### config.mk
export PLATFORM = sky130hd
export DESIGN_NAME = bus_mux_n
export DESIGN_NICKNAME = d
export VERILOG_FILES = /design/src/rtl/bus_mux_n.sv
export SDC_FILE = /design/constraint.sdc
export NUM_CORES = 1
export LEC_CHECK = 0
export ABC_AREA = 0
export CORE_AREA = 5 5 433 435
export DETAILED_ROUTE_END_ITERATION = 12
export DIE_AREA = 0 0 438 440
export SLEW_MARGIN = 20
export SYNTH_ARGS = -nofsm -noshare
export SYNTH_HDL_FRONTEND = slang
export SYNTH_SLANG_ARGS = --single-unit
### constraint.sdc
create_clock -name clk -period 2.4 [get_ports clk]
set_input_delay 0.36 -clock clk [delete_from_list [all_inputs] [get_ports clk]]
set_output_delay 0.36 -clock clk [all_outputs]
set_load 0.01 [all_outputs]
### src/rtl/bus_mux_n.sv
// Registered N-source bus multiplexer with lowest-index priority and conflict detection.
// Optional saturating conflict counter is enabled by defining BUS_MUX_CONFLICT_CNT_EN.
module bus_mux_n #(
    parameter int unsigned             WIDTH     = 32,
    parameter int unsigned             NUM_SRC   = 32,
    parameter int unsigned             IDLE_HOLD = 0,
    parameter logic [WIDTH-1:0]        IDLE_VAL  = '1,
    localparam int unsigned            SEL_W     = ($clog2(NUM_SRC) < 1) ? 1 : int'($clog2(NUM_SRC))
) (
    input  logic                       clk,
    input  logic                       clr,
    input  logic                       stall,
    input  logic [NUM_SRC-1:0]         src_en,
    input  logic [NUM_SRC*WIDTH-1:0]   data_in,
    output logic [WIDTH-1:0]           bus_out,
    output logic                       bus_valid,
    output logic [SEL_W-1:0]           bus_src,
    output logic                       conflict,
    output logic [7:0]                 conflict_cnt
);

    logic [SEL_W-1:0] win_idx;
    logic [WIDTH-1:0] win_data;
    logic             any_en;
    logic             multi_en;

    // Lowest set enable wins; scanning downward lets the lowest index overwrite last.
    always_comb begin
        win_idx  = '0;
        win_data = '0;
        for (int i = int'(NUM_SRC) - 1; i >= 0; i--) begin
            if (src_en[i]) begin
                win_idx  = SEL_W'(i);
                win_data = data_in[i*WIDTH +: WIDTH];
            end
        end
    end

    assign any_en   = |src_en;
    assign multi_en = |(src_en & (src_en - NUM_SRC'(1)));

    // conflict is a pulse, so it drops to 0 on stalled cycles while everything else holds.
    always_ff @(posedge clk) begin
        if (clr) begin
            bus_out   <= IDLE_VAL;
            bus_valid <= 1'b0;
            bus_src   <= '0;
            conflict  <= 1'b0;
        end else begin
            conflict <= 1'b0;
            if (!stall) begin
                conflict <= multi_en;
                if (any_en) begin
                    bus_out   <= win_data;
                    bus_valid <= 1'b1;
                    bus_src   <= win_idx;
                end else begin
                    bus_valid <= 1'b0;
                    if (IDLE_HOLD == 0) begin
                        bus_out <= IDLE_VAL;
                    end
                end
            end
        end
    end

`ifdef BUS_MUX_CONFLICT_CNT_EN
    // Saturating count of accepted conflict cycles.
    always_ff @(posedge clk) begin
        if (clr) begin
            conflict_cnt <= 8'd0;
        end else if (!stall && multi_en && conflict_cnt != 8'hFF) begin
            conflict_cnt <= conflict_cnt + 8'd1;
        end
    end
`else
    assign conflict_cnt = 8'd0;
`endif

endmodule
==> flow_metrics.tcl, run 1 <==
set metrics [dict create \
    clkLatencyLatePin_ns 0.36 \
    slew_headroom_pct 42.48 \
    cts_buffer_depth 2 \
    finalCritPeriodShare_pct 104.6 \
    end_kind "flip-flop" \
    port_buffers 1097 \
    violations "negative setup slack" \
    synth_edf_count 0 \
    place_area_um2 29070 \
    final_common_cell "clkdlybuf4s50_1" \
    p_per_area_nw_per_um2 243.8 \
    start_util_pct 6.261 \
    peakVddDrop_uv 264.1 \
    final_cells 5507 \
    die-area_um2 192700 \
    postRouteAntennaNets 0 \
    worst_slew_pin_slew_ns 0.8601 \
    crit_top_cell "buf_4" \
    drt-vias-per-instance 4.060 \
    die-width_um 438 \
    dr.pass1.iters 5 \
    yosysWarnings 0 \
    dpl.hpwl_um 174400 \
    setup_ws_ns -0.1108 \
    mostFrequentLayoutCells "clkdlybuf4s50_1, buf_4, a221o_1" \
    cts_inserted_buffers 5 \
    synth-async-reset-ratio_pct 0 \
    grt_pass1_wl_um 242400 \
    rows 157 \
    cp_max_fo 6 \
    netlist_area_um2 11440 \
    ys_seq_elements 39 \
    syn_inst 1658 \
    maxSlewViolCount 0 \
    yosys.area_share.simple_pct 24.59 \
    syn-mean-instance-area_um2 6.899 \
    path_cells "buf_2, or2_4, buf_12, buf_4, a221oi_2, o221ai_2, buf_4, a221oi_1, nor3_1, o21ai_1, a221o_1" \
    yosysUniqueCellTypes 52 \
    num-nets-final 4153 \
    timing.critical_path.buf_inv 4 \
    synthMuxAreaShare_pct 0 \
    synth_xor_area_share_pct 0 \
    fin_area_um2 30750 \
    grt_max_degree 35 \
    cts_sinks 39 \
    crit_type "input pin to flip-flop" \
    cpLargestDelayFamily "compound AO/OA/AOI/OAI gates" \
    antenna_found_initial 98 \
    place.gp.congestion 0.9535 \
    syn2layout_area_growth_pct 168.9 \
    startpoint_type "input pin" \
    num-fill-cells 20762 \
    clk_pin_slew_ns 0.10 \
    critical_path_arrival_ns 2.82 \
    htreeDepth 2 \
    gr-usage-all-layers_pct 19.22 \
    final-setup-viol-count 4 \
    drv_cap 0 \
    drc_errors 0 \
    cpPeakStageDelay_ns 0.53 \
    core_area_um2 182700 \
    cts_tree "yes" \
    synth_top_family_by_area "compound AO/OA/AOI/OAI gates" \
    finClkSkew_ns 0 \
    vias 22359 \
    status "complete, but fails checks" \
    root_buffer "clkbuf_16" \
    fin_util_pct 16.83 \
    ios 1106 \
    grt_pass1_vias 22684 \
    hold_violations 0 \
    routedWlPerCell_um 35.86 \
    yosysSeqAreaShare_pct 6.826 \
    layout-drive-gt1-share_pct 25.11 \
    die_y_um 440 \
    drt-total-wl_um 197500 \
    grt-ovfl-total 0 \
    synth-compound-area-share_pct 55.26 \
    synthAdderAreaFrac_pct 0.2735 \
    synthFlopType "dfxtp_1" \
    fmax_ghz 0.3983 \
    rsz0062_at_grt "false" \
    min_period_ns 2.511 \
    crit_required_ns 2.71 \
    drt_iter0_markers 2140 \
    placed_cells 5442 \
    slowest_stage "a221oi_2" \
    p_leak_uw 0.01101 \
    hp-class "input pin to flip-flop" \
]
-- flip-flops by register name (all words and copies together), names as in the netlist --
| signal | cells |
|---|---|
| conflict | 1 |
| bus_out | 32 |
| bus_valid | 1 |
| bus_src | 5 |
-- area by class of cell --
| cell class | instances | area (um2) | share of cell area (%) |
|---|---|---|---|
| inverters | 136 | 510.5 | 1.660 |
| well taps | 2385 | 2984 | 9.703 |
| clock buffers | 5 | 125.1 | 0.4068 |
| repair buffers | 1642 | 15970 | 51.92 |
| diodes | 27 | 67.56 | 0.2197 |
| multi-input cells | 1270 | 10270 | 33.41 |
| clock inverters | 3 | 43.79 | 0.1424 |
| flip-flops and latches | 39 | 780.7 | 2.539 |
-- Yosys cell counts, drive strengths merged, types with 3 or more instances --
cell type	count	area (um2)
a221oi	225	2252
dfxtp	39	780.8
inv	136	510.5
o21ai	75	379.1
nor4	12	102.6
nor2b	42	270.3
nor3	75	483.0
o32ai	33	289.0
buf	53	351.6
nand2b	129	807.0
a31oi	34	212.7
maj3	3	31.28
or2	6	37.53
o2111ai	33	289.0
nand3	33	165.2
clkbuf	167	626.9
o221ai	32	280.3
nand3b	33	247.7
a221o	192	1922
o21bai	4	30.03
nand2	111	416.7
a21oi	112	560.5
nor2	56	210.2
-- cells by family after synthesis --
group           count (synthesis)
fa+ha+maj                       3
flops                          39
simple gates                  506
compound gates                753
buf+inv                       356
other cells                     1
-- final timing paths --
| check | start | end | slack (ns) | depth (start not counted) |
|---|---|---|---|---|
| setup / recovery | src_en[27] | bus_out[2]$_SDFFE_PP1N_ | -0.11 | 11 |
| hold reg to reg | bus_src[2]$_SDFFE_PP0P_ | bus_src[2]$_SDFFE_PP0P_ | 0.46 | 2 |
| setup reg to reg | bus_out[3]$_SDFFE_PP1N_ | bus_out[3]$_SDFFE_PP1N_ | 1.21 | 4 |
| hold / removal | clr | bus_src[3]$_SDFFE_PP0P_ | 0.39 | 2 |
-- routing by layer --
layer | global-route usage [%] | share of wire [%]
met5 | 0 | 0.19
met4 | 3.750 | 2.3
met2 | 34.18 | 50
met3 | 5.000 | 8.3
met1 | 23.33 | 39
-- repair_timing --
item,4_1_cts,5_1_grt
resized for setup,153,47
buffers inserted,28,3
endpoints found under the setup margin,38,28
hold buffers,0,0
cloned,3,0
pin swaps,36,28
-- metrics by stage --
step	setup WS (ns)	hold slack [ns]	setup TNS, ns	power (uW)
floorplan	0.3762	0.4761	0	2093
global placement	-1.741	0.4468	-34.88	6199
detailed placement	-1.471	0.4495	-32.65	6188
CTS	-0.02875	0.3424	-0.02875	7575
global route	0.0001259	0.3581	0	7802
finish	-0.1108	0.3869	-0.1734	7497
-- power by group --
group / internal (uW) / total (uW) / switching, uW
Combinational: 2960 / 5740 / 2780
Sequential: 691 / 716 / 25.4
Clock: 500 / 1040 / 542
Total: 4150 / 7500 / 3340
(Power assumes the default switching activity.)
==> inputs of run 2 (changes only) <==
--- a/config.mk
+++ b/config.mk
@@ -6,9 +6,9 @@
 export NUM_CORES = 1
 export LEC_CHECK = 0
 export ABC_AREA = 0
-export CORE_AREA = 5 5 433 435
+export CORE_AREA = 2 2 430 432
 export DETAILED_ROUTE_END_ITERATION = 12
-export DIE_AREA = 0 0 438 440
+export DIE_AREA = 0 0 432 434
 export SLEW_MARGIN = 20
 export SYNTH_ARGS = -nofsm -noshare
 export SYNTH_HDL_FRONTEND = slang
==> constraint.sdc (replaced) <==
create_clock -name clk -period 2.4 [get_ports clk]
set_input_delay 0.48 -clock clk [delete_from_list [all_inputs] [get_ports clk]]
set_output_delay 0.48 -clock clk [all_outputs]
set_load 0.01 [all_outputs]
==> run 2 against run 1 <==
  * Combinational power grew 2%
  * Critical endpoint is now bus_out[29]$_SDFFE_PP1N_
  * Largest cell class unchanged
  * The run still ends with negative setup slack left
  * Clock power down 9.7%
  * Register-to-register slack better by 0.03 ns
  * Routed wire length rose by 0.45%
  * Clock skew unchanged
  * Utilization rose by 0.18 points
==> flow_metrics.tcl, run 2 (synthesized netlist as in run 1, its figures left out) <==
set metrics [dict create \
    status "complete, but fails checks" \
    violations "negative setup slack" \
    cp_max_fo 1 \
    postRouteAntennaNets 0 \
    cts_buffer_depth 2 \
    hp-class "flip-flop to flip-flop" \
    slowest_stage "clkdlybuf4s50_1" \
    largest_reg_flops 32 \
    finalCritPeriodShare_pct 105.8 \
    crit_required_ns 2.70 \
    rsz0062_at_grt "true" \
    num-nets-final 4127 \
    dp_slack_ns -1.939 \
    clkLatencyLatePin_ns 0.37 \
    min_period_ns 2.539 \
    grt_max_degree 35 \
    fin_area_um2 31040 \
    grt_pass1_wl_um 241800 \
    peakVddDrop_uv 298.6 \
    htreeDepth 2 \
    p_per_area_nw_per_um2 241.8 \
    fmax_ghz 0.3939 \
    gr-usage-all-layers_pct 20.04 \
    top_regs "bus_out: 32 flops, bus_src: 5 flops" \
    r2r-end "bus_out[26]$_SDFFE_PP1N_" \
    rows 157 \
    critical_path_arrival_ns 2.83 \
    clk_pin_slew_ns 0.07 \
    slew_headroom_pct 43.77 \
    die_y_um 434 \
    layout-drive-gt1-share_pct 25.61 \
    worst_slew_pin_slew_ns 0.8417 \
    core_area_um2 182500 \
    drc_errors 0 \
    min_to "bus_src[2]$_SDFFE_PP0P_" \
    root_buffer "clkbuf_16" \
    die-width_um 432 \
    cts_tree "yes" \
    grt_pass1_vias 22224 \
    hold_violations 0 \
    start_util_pct 6.268 \
    cts_sinks 39 \
    dpl.hpwl_um 175500 \
    whs_path_depth 2 \
    top_register "bus_out" \
    cpPeakStageDelay_ns 0.56 \
    final-setup-viol-count 5 \
    r2r.worst_path.cells 4 \
    drt-vias-per-instance 4.042 \
    finClkSkew_ns 0 \
    routedWlPerCell_um 36.12 \
    setup_ws_ns -0.1390 \
    grt-ovfl-total 0 \
    place.gp.congestion 0.9482 \
    reg2reg_slack_ns 1.24 \
    path_cells "clkdlybuf4s50_1, nand3b_1, a221oi_2, o221ai_4, buf_6, a221oi_4, nor3_4, buf_6, o21ai_2, a221o_1" \
    mostFrequentLayoutCells "clkdlybuf4s50_1, buf_4, a221o_1" \
    final_common_cell "clkdlybuf4s50_1" \
    p_leak_uw 0.01099 \
    ios 1106 \
    maxSlewViolCount 0 \
    syn2layout_area_growth_pct 171.4 \
    port_buffers 1097 \
    dr.pass1.iters 7 \
    antenna_found_initial 110 \
    cts_inserted_buffers 5 \
    power_uw 7507 \
    drt_iter0_markers 2108 \
    r2r_start "bus_out[26]$_SDFFE_PP1N_" \
    drv_cap 0 \
    hp-start "bus_src[2]$_SDFFE_PP0P_" \
    place_area_um2 28960 \
    die-area_um2 187500 \
    end_kind "flip-flop" \
    crit_top_cell "buf_6" \
    crit_type "input pin to flip-flop" \
    vias 22196 \
    startpoint_type "input pin" \
    num-fill-cells 20534 \
    drt-total-wl_um 198400 \
]
==> run 2: changes by cell type in the layout (fill, tap and decap cells not counted), sizes merged, moves of 2 or more <==
cell           before   now
clkinvlp            0     2
clkdlybuf4s50    1060  1054
clkdlybuf4s15       0     2
buf               569   544
clkinv              2     0
diode              27    38
==> run 2: how the worst max path moves through the flow <==
stage | cells past startpoint | from | to
2_1_floorplan | 8 | src_en[14] | conflict$_SDFF_PP0_
3_3_place_gp | 11 | src_en[28] | bus_out[28]$_SDFFE_PP1N_
3_5_place_dp | 11 | src_en[28] | bus_out[29]$_SDFFE_PP1N_
4_1_cts | 11 | data_in[989] | bus_out[29]$_SDFFE_PP1N_
5_1_grt | 11 | data_in[989] | bus_out[29]$_SDFFE_PP1N_
6_report | 10 | data_in[1021] | bus_out[29]$_SDFFE_PP1N_
==> run 2: per-stage QoR <==
step | hold slack [ns] | util, % | cells | TNS [ns]
3_5_place_dp | 0.4688 | 15.87 | 5421 | -40.17
6_report | 0.4791 | 17.01 | 5492 | -0.3661
3_3_place_gp | 0.4562 | 15.86 | 5420 | -42.49
2_1_floorplan | 0.4761 | - | 1665 | 0
4_1_cts | 0.4796 | 16.74 | 5448 | -0.09080
5_1_grt | 0.4941 | 16.99 | 5474 | -0.3933
==> run 2: critical path, delay by kind of cell <==
| family | cells | cell delay [ns] |
|---|---|---|
| compound gates | 5 | 1.14 |
| buf+inv | 3 | 0.92 |
| simple gates | 2 | 0.27 |
==> run 2: power by group <==
group	total, uW	internal [uW]	switching (uW)	leakage (uW)
Sequential	722	691	31.3	0.000323
Combinational	5850	3010	2830	0.0106
Clock	939	397	542	0.0000667
Total	7510	4100	3410	0.0110
==> run 2: area by class of cell <==
type	count	area, um2	share of cell area (%)
diodes	38	95.09	0.3063
clock inverters	3	23.77	0.07658
clock buffers	5	125.1	0.4030
flip-flops and latches	39	780.7	2.515
well taps	2385	2984	9.612
multi-input cells	1271	10630	34.25
repair buffers	1615	15890	51.19
inverters	136	510.5	1.644
==> run 2: repair_timing <==
item,CTS,global route
pin swaps,51,60
gates resized for setup,226,68
setup endpoints to repair,39,33
buffers inserted,18,8
gates cloned,5,1
hold buffers,0,0
==> run 2: routing by layer <==
metal  part of all wire, %  global-route usage [%]  wire (um)
met1                    41                   25.12      82040
met2                    49                   34.43      96350
met3                   7.3                   4.486      14460
met4                   2.6                   4.975       5173
met5                  0.17                       0        335
